--- config.mk ---
export PLATFORM = sky130hd
export DESIGN_NAME = aes_encrypt_core
export DESIGN_NICKNAME = d
export VERILOG_FILES = /design/src/rtl/aes_encrypt_core.sv
export SDC_FILE = /design/constraint.sdc
export NUM_CORES = 2
export LEC_CHECK = 0
export CAP_MARGIN = 20
export CORE_MARGIN = 8
export CORE_UTILIZATION = 40
export CTS_BUF_LIST = sky130_fd_sc_hd__clkbuf_4 sky130_fd_sc_hd__clkbuf_8 sky130_fd_sc_hd__clkbuf_16
export CTS_CLUSTER_DIAMETER = 80
export DETAILED_ROUTE_END_ITERATION = 7
export PLACE_DENSITY = 0.56
export SLEW_MARGIN = 20
export SYNTH_ARGS = -nofsm -noshare
export SYNTH_HDL_FRONTEND = slang
export SYNTH_SLANG_ARGS = --single-unit
--- constraint.sdc ---
create_clock -name clk -period 8.4 [get_ports clk]
set_input_delay 1.26 -clock clk [delete_from_list [all_inputs] [get_ports clk]]
set_output_delay 1.26 -clock clk [all_outputs]
set_load 0.1 [all_outputs]
--- src/rtl/aes_encrypt_core.sv ---
// Iterative AES-128 encryption core: one round per clock, round keys fetched
// combinationally from the key-expansion stage via the registered round index.
module aes_encrypt_core (
    input  logic         clk,
    input  logic         reset_n,
    input  logic         start,
    input  logic [127:0] block_in,
    input  logic [127:0] cipher_key,
    input  logic         key_valid,
    output logic [3:0]   round,
    input  logic [127:0] round_key,
    output logic         ready,
    output logic         valid_out,
    input  logic         out_ready,
    output logic [127:0] block_out
);

    localparam int unsigned BLOCK_W    = 128;
    localparam int unsigned RCNT_W     = 4;
    localparam int unsigned LAST_ROUND = 10;

    localparam logic [7:0] SBOX [256] = '{
        8'h63, 8'h7c, 8'h77, 8'h7b, 8'hf2, 8'h6b, 8'h6f, 8'hc5, 8'h30, 8'h01, 8'h67, 8'h2b, 8'hfe, 8'hd7, 8'hab, 8'h76,
        8'hca, 8'h82, 8'hc9, 8'h7d, 8'hfa, 8'h59, 8'h47, 8'hf0, 8'had, 8'hd4, 8'ha2, 8'haf, 8'h9c, 8'ha4, 8'h72, 8'hc0,
        8'hb7, 8'hfd, 8'h93, 8'h26, 8'h36, 8'h3f, 8'hf7, 8'hcc, 8'h34, 8'ha5, 8'he5, 8'hf1, 8'h71, 8'hd8, 8'h31, 8'h15,
        8'h04, 8'hc7, 8'h23, 8'hc3, 8'h18, 8'h96, 8'h05, 8'h9a, 8'h07, 8'h12, 8'h80, 8'he2, 8'heb, 8'h27, 8'hb2, 8'h75,
        8'h09, 8'h83, 8'h2c, 8'h1a, 8'h1b, 8'h6e, 8'h5a, 8'ha0, 8'h52, 8'h3b, 8'hd6, 8'hb3, 8'h29, 8'he3, 8'h2f, 8'h84,
        8'h53, 8'hd1, 8'h00, 8'hed, 8'h20, 8'hfc, 8'hb1, 8'h5b, 8'h6a, 8'hcb, 8'hbe, 8'h39, 8'h4a, 8'h4c, 8'h58, 8'hcf,
        8'hd0, 8'hef, 8'haa, 8'hfb, 8'h43, 8'h4d, 8'h33, 8'h85, 8'h45, 8'hf9, 8'h02, 8'h7f, 8'h50, 8'h3c, 8'h9f, 8'ha8,
        8'h51, 8'ha3, 8'h40, 8'h8f, 8'h92, 8'h9d, 8'h38, 8'hf5, 8'hbc, 8'hb6, 8'hda, 8'h21, 8'h10, 8'hff, 8'hf3, 8'hd2,
        8'hcd, 8'h0c, 8'h13, 8'hec, 8'h5f, 8'h97, 8'h44, 8'h17, 8'hc4, 8'ha7, 8'h7e, 8'h3d, 8'h64, 8'h5d, 8'h19, 8'h73,
        8'h60, 8'h81, 8'h4f, 8'hdc, 8'h22, 8'h2a, 8'h90, 8'h88, 8'h46, 8'hee, 8'hb8, 8'h14, 8'hde, 8'h5e, 8'h0b, 8'hdb,
        8'he0, 8'h32, 8'h3a, 8'h0a, 8'h49, 8'h06, 8'h24, 8'h5c, 8'hc2, 8'hd3, 8'hac, 8'h62, 8'h91, 8'h95, 8'he4, 8'h79,
        8'he7, 8'hc8, 8'h37, 8'h6d, 8'h8d, 8'hd5, 8'h4e, 8'ha9, 8'h6c, 8'h56, 8'hf4, 8'hea, 8'h65, 8'h7a, 8'hae, 8'h08,
        8'hba, 8'h78, 8'h25, 8'h2e, 8'h1c, 8'ha6, 8'hb4, 8'hc6, 8'he8, 8'hdd, 8'h74, 8'h1f, 8'h4b, 8'hbd, 8'h8b, 8'h8a,
        8'h70, 8'h3e, 8'hb5, 8'h66, 8'h48, 8'h03, 8'hf6, 8'h0e, 8'h61, 8'h35, 8'h57, 8'hb9, 8'h86, 8'hc1, 8'h1d, 8'h9e,
        8'he1, 8'hf8, 8'h98, 8'h11, 8'h69, 8'hd9, 8'h8e, 8'h94, 8'h9b, 8'h1e, 8'h87, 8'he9, 8'hce, 8'h55, 8'h28, 8'hdf,
        8'h8c, 8'ha1, 8'h89, 8'h0d, 8'hbf, 8'he6, 8'h42, 8'h68, 8'h41, 8'h99, 8'h2d, 8'h0f, 8'hb0, 8'h54, 8'hbb, 8'h16
    };

    typedef enum logic [1:0] {IDLE, ROUND, DONE} state_t;

    state_t              state;
    logic [BLOCK_W-1:0]  state_reg;
    logic [RCNT_W-1:0]   rcnt;
    logic [BLOCK_W-1:0]  sr_c;
    logic [BLOCK_W-1:0]  mc_c;

    function automatic logic [7:0] xtime(input logic [7:0] b);
        return {b[6:0], 1'b0} ^ (b[7] ? 8'h1b : 8'h00);
    endfunction

    // SubBytes and ShiftRows fused: byte (r,c) takes the S-box of byte (r,c+r mod 4).
    function automatic logic [BLOCK_W-1:0] sub_shift(input logic [BLOCK_W-1:0] s);
        logic [BLOCK_W-1:0] o;
        o = '0;
        for (int c = 0; c < 4; c++) begin
            for (int r = 0; r < 4; r++) begin
                o[127 - 8*(r + 4*c) -: 8] = SBOX[s[127 - 8*(r + 4*((c + r) % 4)) -: 8]];
            end
        end
        return o;
    endfunction

    function automatic logic [BLOCK_W-1:0] mix_columns(input logic [BLOCK_W-1:0] s);
        logic [BLOCK_W-1:0] o;
        logic [7:0] a0, a1, a2, a3;
        o = '0;
        for (int c = 0; c < 4; c++) begin
            a0 = s[127 - 32*c      -: 8];
            a1 = s[127 - 32*c - 8  -: 8];
            a2 = s[127 - 32*c - 16 -: 8];
            a3 = s[127 - 32*c - 24 -: 8];
            o[127 - 32*c      -: 8] = xtime(a0) ^ xtime(a1) ^ a1 ^ a2 ^ a3;
            o[127 - 32*c - 8  -: 8] = a0 ^ xtime(a1) ^ xtime(a2) ^ a2 ^ a3;
            o[127 - 32*c - 16 -: 8] = a0 ^ a1 ^ xtime(a2) ^ xtime(a3) ^ a3;
            o[127 - 32*c - 24 -: 8] = xtime(a0) ^ a0 ^ a1 ^ a2 ^ xtime(a3);
        end
        return o;
    endfunction

    assign sr_c  = sub_shift(state_reg);
    assign mc_c  = mix_columns(sr_c);
    // rcnt is cleared outside rounds, so it doubles as the registered round index.
    assign round = rcnt;

    always_ff @(posedge clk or negedge reset_n) begin
        if (!reset_n) begin
            state     <= IDLE;
            state_reg <= '0;
            rcnt      <= '0;
            ready     <= 1'b1;
            valid_out <= 1'b0;
            block_out <= '0;
        end else begin
            case (state)
                IDLE: begin
                    if (start && key_valid) begin
                        state_reg <= block_in ^ cipher_key;
                        rcnt      <= RCNT_W'(1);
                        ready     <= 1'b0;
                        state     <= ROUND;
                    end
                end
                ROUND: begin
                    if (rcnt == RCNT_W'(LAST_ROUND)) begin
                        block_out <= sr_c ^ round_key;
                        rcnt      <= '0;
                        valid_out <= 1'b1;
                        state     <= DONE;
                    end else begin
                        state_reg <= mc_c ^ round_key;
                        rcnt      <= rcnt + RCNT_W'(1);
                    end
                end
                DONE: begin
                    if (out_ready) begin
                        valid_out <= 1'b0;
                        ready     <= 1'b1;
                        state     <= IDLE;
                    end
                end
                default: state <= IDLE;
            endcase
        end
    end

endmodule

### Word-level counts from Yosys, hierarchy flattened

Memory sizes are Yosys's and may differ from the RTL's.
Cells that the tools add are included.

* add/subtract/negate cells: 1
* magnitude comparators: 16
* equal/unequal tests: 7
* muxes and demuxes: 64
* bitwise gates (word level): 99
* reduce and logical (&&, ||, !) cells: 11

Operator list (count)
* XOR 8 bit: 64
* XOR 128 bit: 3
* two-way mux 128 bit: 2
* two-way mux 8 bit: 32
* one-hot mux 128 bit (2 select lines): 1
* greater-or-equal comparator 9 bit (second input constant): 16
* inverter 8 -> 9 bit: 16
* XOR 8 x 5 -> 8 bit: 16
* two-way mux 5 bit: 16
* AND reduction 3 bit: 4
* two-way mux 4 bit: 2
* inequality test 2 bit (second input constant): 4
* one-hot mux 4 bit (2 select lines): 1
* two-way mux 2 bit: 3
* one-hot mux 2 bit (3 select lines): 1
* nonzero test 2 bit: 3
* adder 4 x 1 -> 4 bit (second input constant): 1
* == test 4 bit (second input constant): 1
* two-way mux 1 bit: 4
* one-hot mux 1 bit (2 select lines): 2
* AND reduction 2 bit: 2
* == test 2 x 1 -> 1 bit (second input constant): 1
* == test 2 bit (second input constant): 1
* zero test 2 bit: 1
* logical AND 1 bit: 1

* register bits: 264
* ROM bits: 32768
* logic and storage cells: 220
* memories: 16

Memories
* (no name shown): depth 256, bits a word 8, rd ports 1, clocked after memory_dff 0, wr ports 0, RTL line 59 `o[127 - 8*(r + 4*c) -: 8] = SBOX[s[127 - 8*(r + 4*((c + r) % 4)) -: 8]];`
* (no name shown): depth 256, bits a word 8, rd ports 1, clocked after memory_dff 0, wr ports 0, RTL line 59
* (no name shown): depth 256, bits a word 8, rd ports 1, clocked after memory_dff 0, wr ports 0, RTL line 59
* (no name shown): depth 256, bits a word 8, rd ports 1, clocked after memory_dff 0, wr ports 0, RTL line 59
* (no name shown): depth 256, bits a word 8, rd ports 1, clocked after memory_dff 0, wr ports 0, RTL line 59
* (no name shown): depth 256, bits a word 8, rd ports 1, clocked after memory_dff 0, wr ports 0, RTL line 59
* 10 more memories

### Depth between registers and ports, before layout

* word-level depth: 13
* gate-level depth with buffers: 17

### Worst setup path after synthesis

No wires, ideal clock.

* path type: register to register
* from: register state_reg[41]
* to: register state_reg[121]
* library setup time: 0.133 ns
* arrival time: 4.254 ns
* data required time: 8.267 ns
* slack: 4.013 ns
* cell stages (with the launch flop): 16
* path buffers: 3
* clock period less this slack: 4.387 ns
* path through: dfrtp_1 > buf_4 > clkbuf_1 > clkbuf_1 > inv_1 > ha_1 > and2b_1 > nor2_1 > mux4_2 > mux4_2 > a211o_1 > xnor2_2 > xnor3_1 > xnor2_1 > nor2_1 > o22ai_1

* longest elaborated chain between the ends: 9

Ends and longest elaborated chain
* start, declared: RTL line 44 `logic [BLOCK_W-1:0] state_reg;`
* start signal, assigned: RTL line 99 `state_reg <= block_in ^ cipher_key;`
* start signal, assigned: RTL line 112 `state_reg <= mc_c ^ round_key;`
* inverter 8 -> 9 bit (implied by the code): RTL line 59
* memory (256 x 8 bit)
* two-way mux 8 bit (implied by the code) (2 in series): RTL line 59
* XOR 8 bit (2 in series): RTL line 74 `o[127 - 32*c -: 8] = xtime(a0) ^ xtime(a1) ^ a1 ^ a2 ^ a3;`
* XOR 128 bit: RTL line 112
* two-way mux 128 bit: RTL line 106 `if (rcnt == RCNT_W'(LAST_ROUND)) begin`
* one-hot mux 128 bit (2 select lines): RTL line 96 `case (state)`

No other way between the ends. The select of a mux whose other input is x is not followed.
A chain may end at the register's enable or synchronous reset.

### Final worst setup path

* from: register state_reg[81]
* to: register state_reg[112]

* longest elaborated chain between the ends: 13

Ends and longest elaborated chain
* inverter 8 -> 9 bit (implied by the code): RTL line 59
* memory (256 x 8 bit)
* two-way mux 8 bit (implied by the code) (2 in series): RTL line 59
* two-way mux 5 bit: RTL line 50 `return {b[6:0], 1'b0} ^ (b[7] ? 8'h1b : 8'h00);`
* XOR 8 x 5 -> 8 bit: RTL line 50
* XOR 8 bit (4 in series): RTL line 75 `o[127 - 32*c - 8 -: 8] = a0 ^ xtime(a1) ^ xtime(a2) ^ a2 ^ a3;`
* XOR 128 bit: RTL line 112
* two-way mux 128 bit: RTL line 106
* one-hot mux 128 bit (2 select lines): RTL line 96

No other way between the ends. The select of a mux whose other input is x is not followed.

==> reports/metrics.cfg <==
[critical_path]
crit_path_end_kind=register
crit_fanout=37
cp.arrival_ps=6600
required_ps=8850
path_class=register to register
cp-start-kind=register

[placed_design]
gp_routability_congestion=1.04
port_buffers=522
place_hpwl_um=295000

[yosys]
ys.flop_type=dfrtp_1
async_flop_share_pct=100
synth_top_area_cell=dfrtp_1
syn-cell-area_sq_um=71600
synthesis.instances=10200
synthDistinctLibCells=122
avgSynthCellArea_sq_um=7.04
yosysSeqAreaShare_pct=9.23
synth_common_cells=o21ai_0 (904), nand2_1 (820), a21oi_1 (792)
synth_most_common_cell=o21ai_0
synth_area_leaders=dfrtp_1 (9.2%), mux4_2 (7.1%), o21ai_0 (6.3%), xnor2_1 (6.3%), a21oi_1 (5.5%)
synth_top_area_share_pct=9.20
syn-num-nets=10800
synth_warnings=0
synth_seq_cells=264
synth-edff-count=0

[timing]
rsz0062_at_grt=false
drv_slew=0
fmax_mhz=163
slew_headroom_pct=18.6
finClkSkew_ps=59.9
hold_viol=0
worst_pin_slew_ps=1220
tns_ps=0
period_needed_ps=6150
setup_viol=0
finalCritPeriodShare_pct=73.3

[drt]
wl_per_cell_um=33.7
viasPerCell=7.25
drt_iter0_drc=16800
wl_um=410000
vias=88200
drtPass1Iterations=8
ant_nets=0
drc=19

[outcome]
violations=DRC
status=finished, violations left

[global_routing]
antenna_found_initial=22
grt_overflow_total=0
first_global_vias=80400
grt_max_degree=149
grt_pass1_wl_um=587000
grt_usage_pct=39.6

[min_path]
hold_path.class=register to register

[clock_network]
clkLatencyLatePin_ps=700
cts_resized=0
cts_tree=yes
cts.htree.levels=2
clk_pin_slew_ps=60
cts_root_buf=clkbuf_16
numCtsBuffers=46
clockBufferDepth=3
hold_buffers=0
cts_sinks=264
cts_setup_buffers=0

[job]
drv_cap=0

[die]
die_h_um=439
rows=155
die_w_um=439
initial_core_util_pct=40.2
core-area_sq_um=178000
die-area_sq_um=193000
ios=523

[final_layout]
layout-drive-gt1-share_pct=8.92
nNetsFinal=10400
syn2layout_area_growth_pct=8.99
post-route-util_pct=43.8
largest_reg_flops=130

-- path summary, 6_finish.rpt --
kind | startpoint | depth (start not counted) | to | slack (ps)
max | state_reg[81] | 13 | state_reg[112] | 2250
min | block_out[112] | 2 | block_out[112] | 480
max reg2reg | state_reg[81] | 13 | state_reg[112] | 2250
min reg2reg | block_out[112] | 2 | block_out[112] | 480
max in group asynchronous | reset_n | 2 | state_reg[43] | 6420
min in group asynchronous | reset_n | 1 | block_out[18] | 530
-- cells by family (layout without fill, tap and decap cells) --
family	Yosys count	in the layout	share of synthesized area [%]
compound gates	3764	3764	35.7
xor+xnor	848	848	10.6
fa+ha+maj	235	235	4.11
buf+inv	1393	1023	8.55
flops	264	264	9.23
mux	359	359	9.07
other cells	0	14	0
simple gates	3305	3305	22.7
-- routing by layer --
| metal | GRT usage, % | part of all wire, % | vias up |
|---|---|---|---|
| met5 | 0 | 0.018 | - |
| met4 | 22.7 | 7.3 | 12 |
| met3 | 7.89 | 11 | 1410 |
| met2 | 60.7 | 44 | 7306 |
| met1 | 51.8 | 38 | 42200 |
| li1 | - | - | 37300 |
-- layout by cell type (no fill, tap or decap), drive strengths merged, types with 49 or more instances in the layout --
cell type,instances
ha,235
a31oi,182
o22ai,62
a2111oi,57
dfrtp,263
nor2b,271
o21a,49
mux4,225
and3,52
nor2,687
a311oi,174
and2,100
o211ai,197
nor3,361
mux2i,98
a211o,56
xnor2,520
o21ai,919
nand2,821
or2,101
o311a,56
a21o,53
inv,153
buf,242
o221ai,136
a21oi,794
nand2b,299
clkdlybuf4s50,520
o311ai,180
nand3,369
o31ai,126
or3,74
clkbuf,61
a211oi,216
a221oi,60
xor2,320
-- stage by stage --
step	setup slack, ps	hold WS [ps]	std cells	area (sq um)
floorplan	4010	541	10200	71600
global placement	2010	463	12100	76300
detailed placement	2400	470	12100	76300
CTS	2370	482	12200	77900
global route	2050	498	12200	78000
finish	2250	478	12200	78000
-- area by class of cell --
| type | instances | area (sq um) |
|---|---|---|
| Timing Repair Buffer | 763 | 7080 |
| Fill cell | 18500 | 100000 |
| Clock buffer | 60 | 1300 |
| Tap cell | 2355 | 2950 |
| Multi-Input combinational cell | 8511 | 58900 |
| Antenna cell | 14 | 35.0 |
| Sequential cell | 264 | 6720 |
| Inverter | 174 | 661 |
| Clock inverter | 26 | 335 |
-- worst max-delay path, cell delays in order (launching register included) --
cell      delay (ps)
dfrtp_1          330
buf_4            420
inv_1            400
ha_1             970
nor2b_1          500
a21oi_1          110
a211oi_1         330
a211oi_1          90
a211oi_1         360
nand3_1          460
xor2_1           670
xnor2_1          220
xnor2_2          690
o21ai_0          310
Power is left out: the tool's default activity adds up to more than one toggle a clock period on the data nets, which glitch-free logic cannot reach.
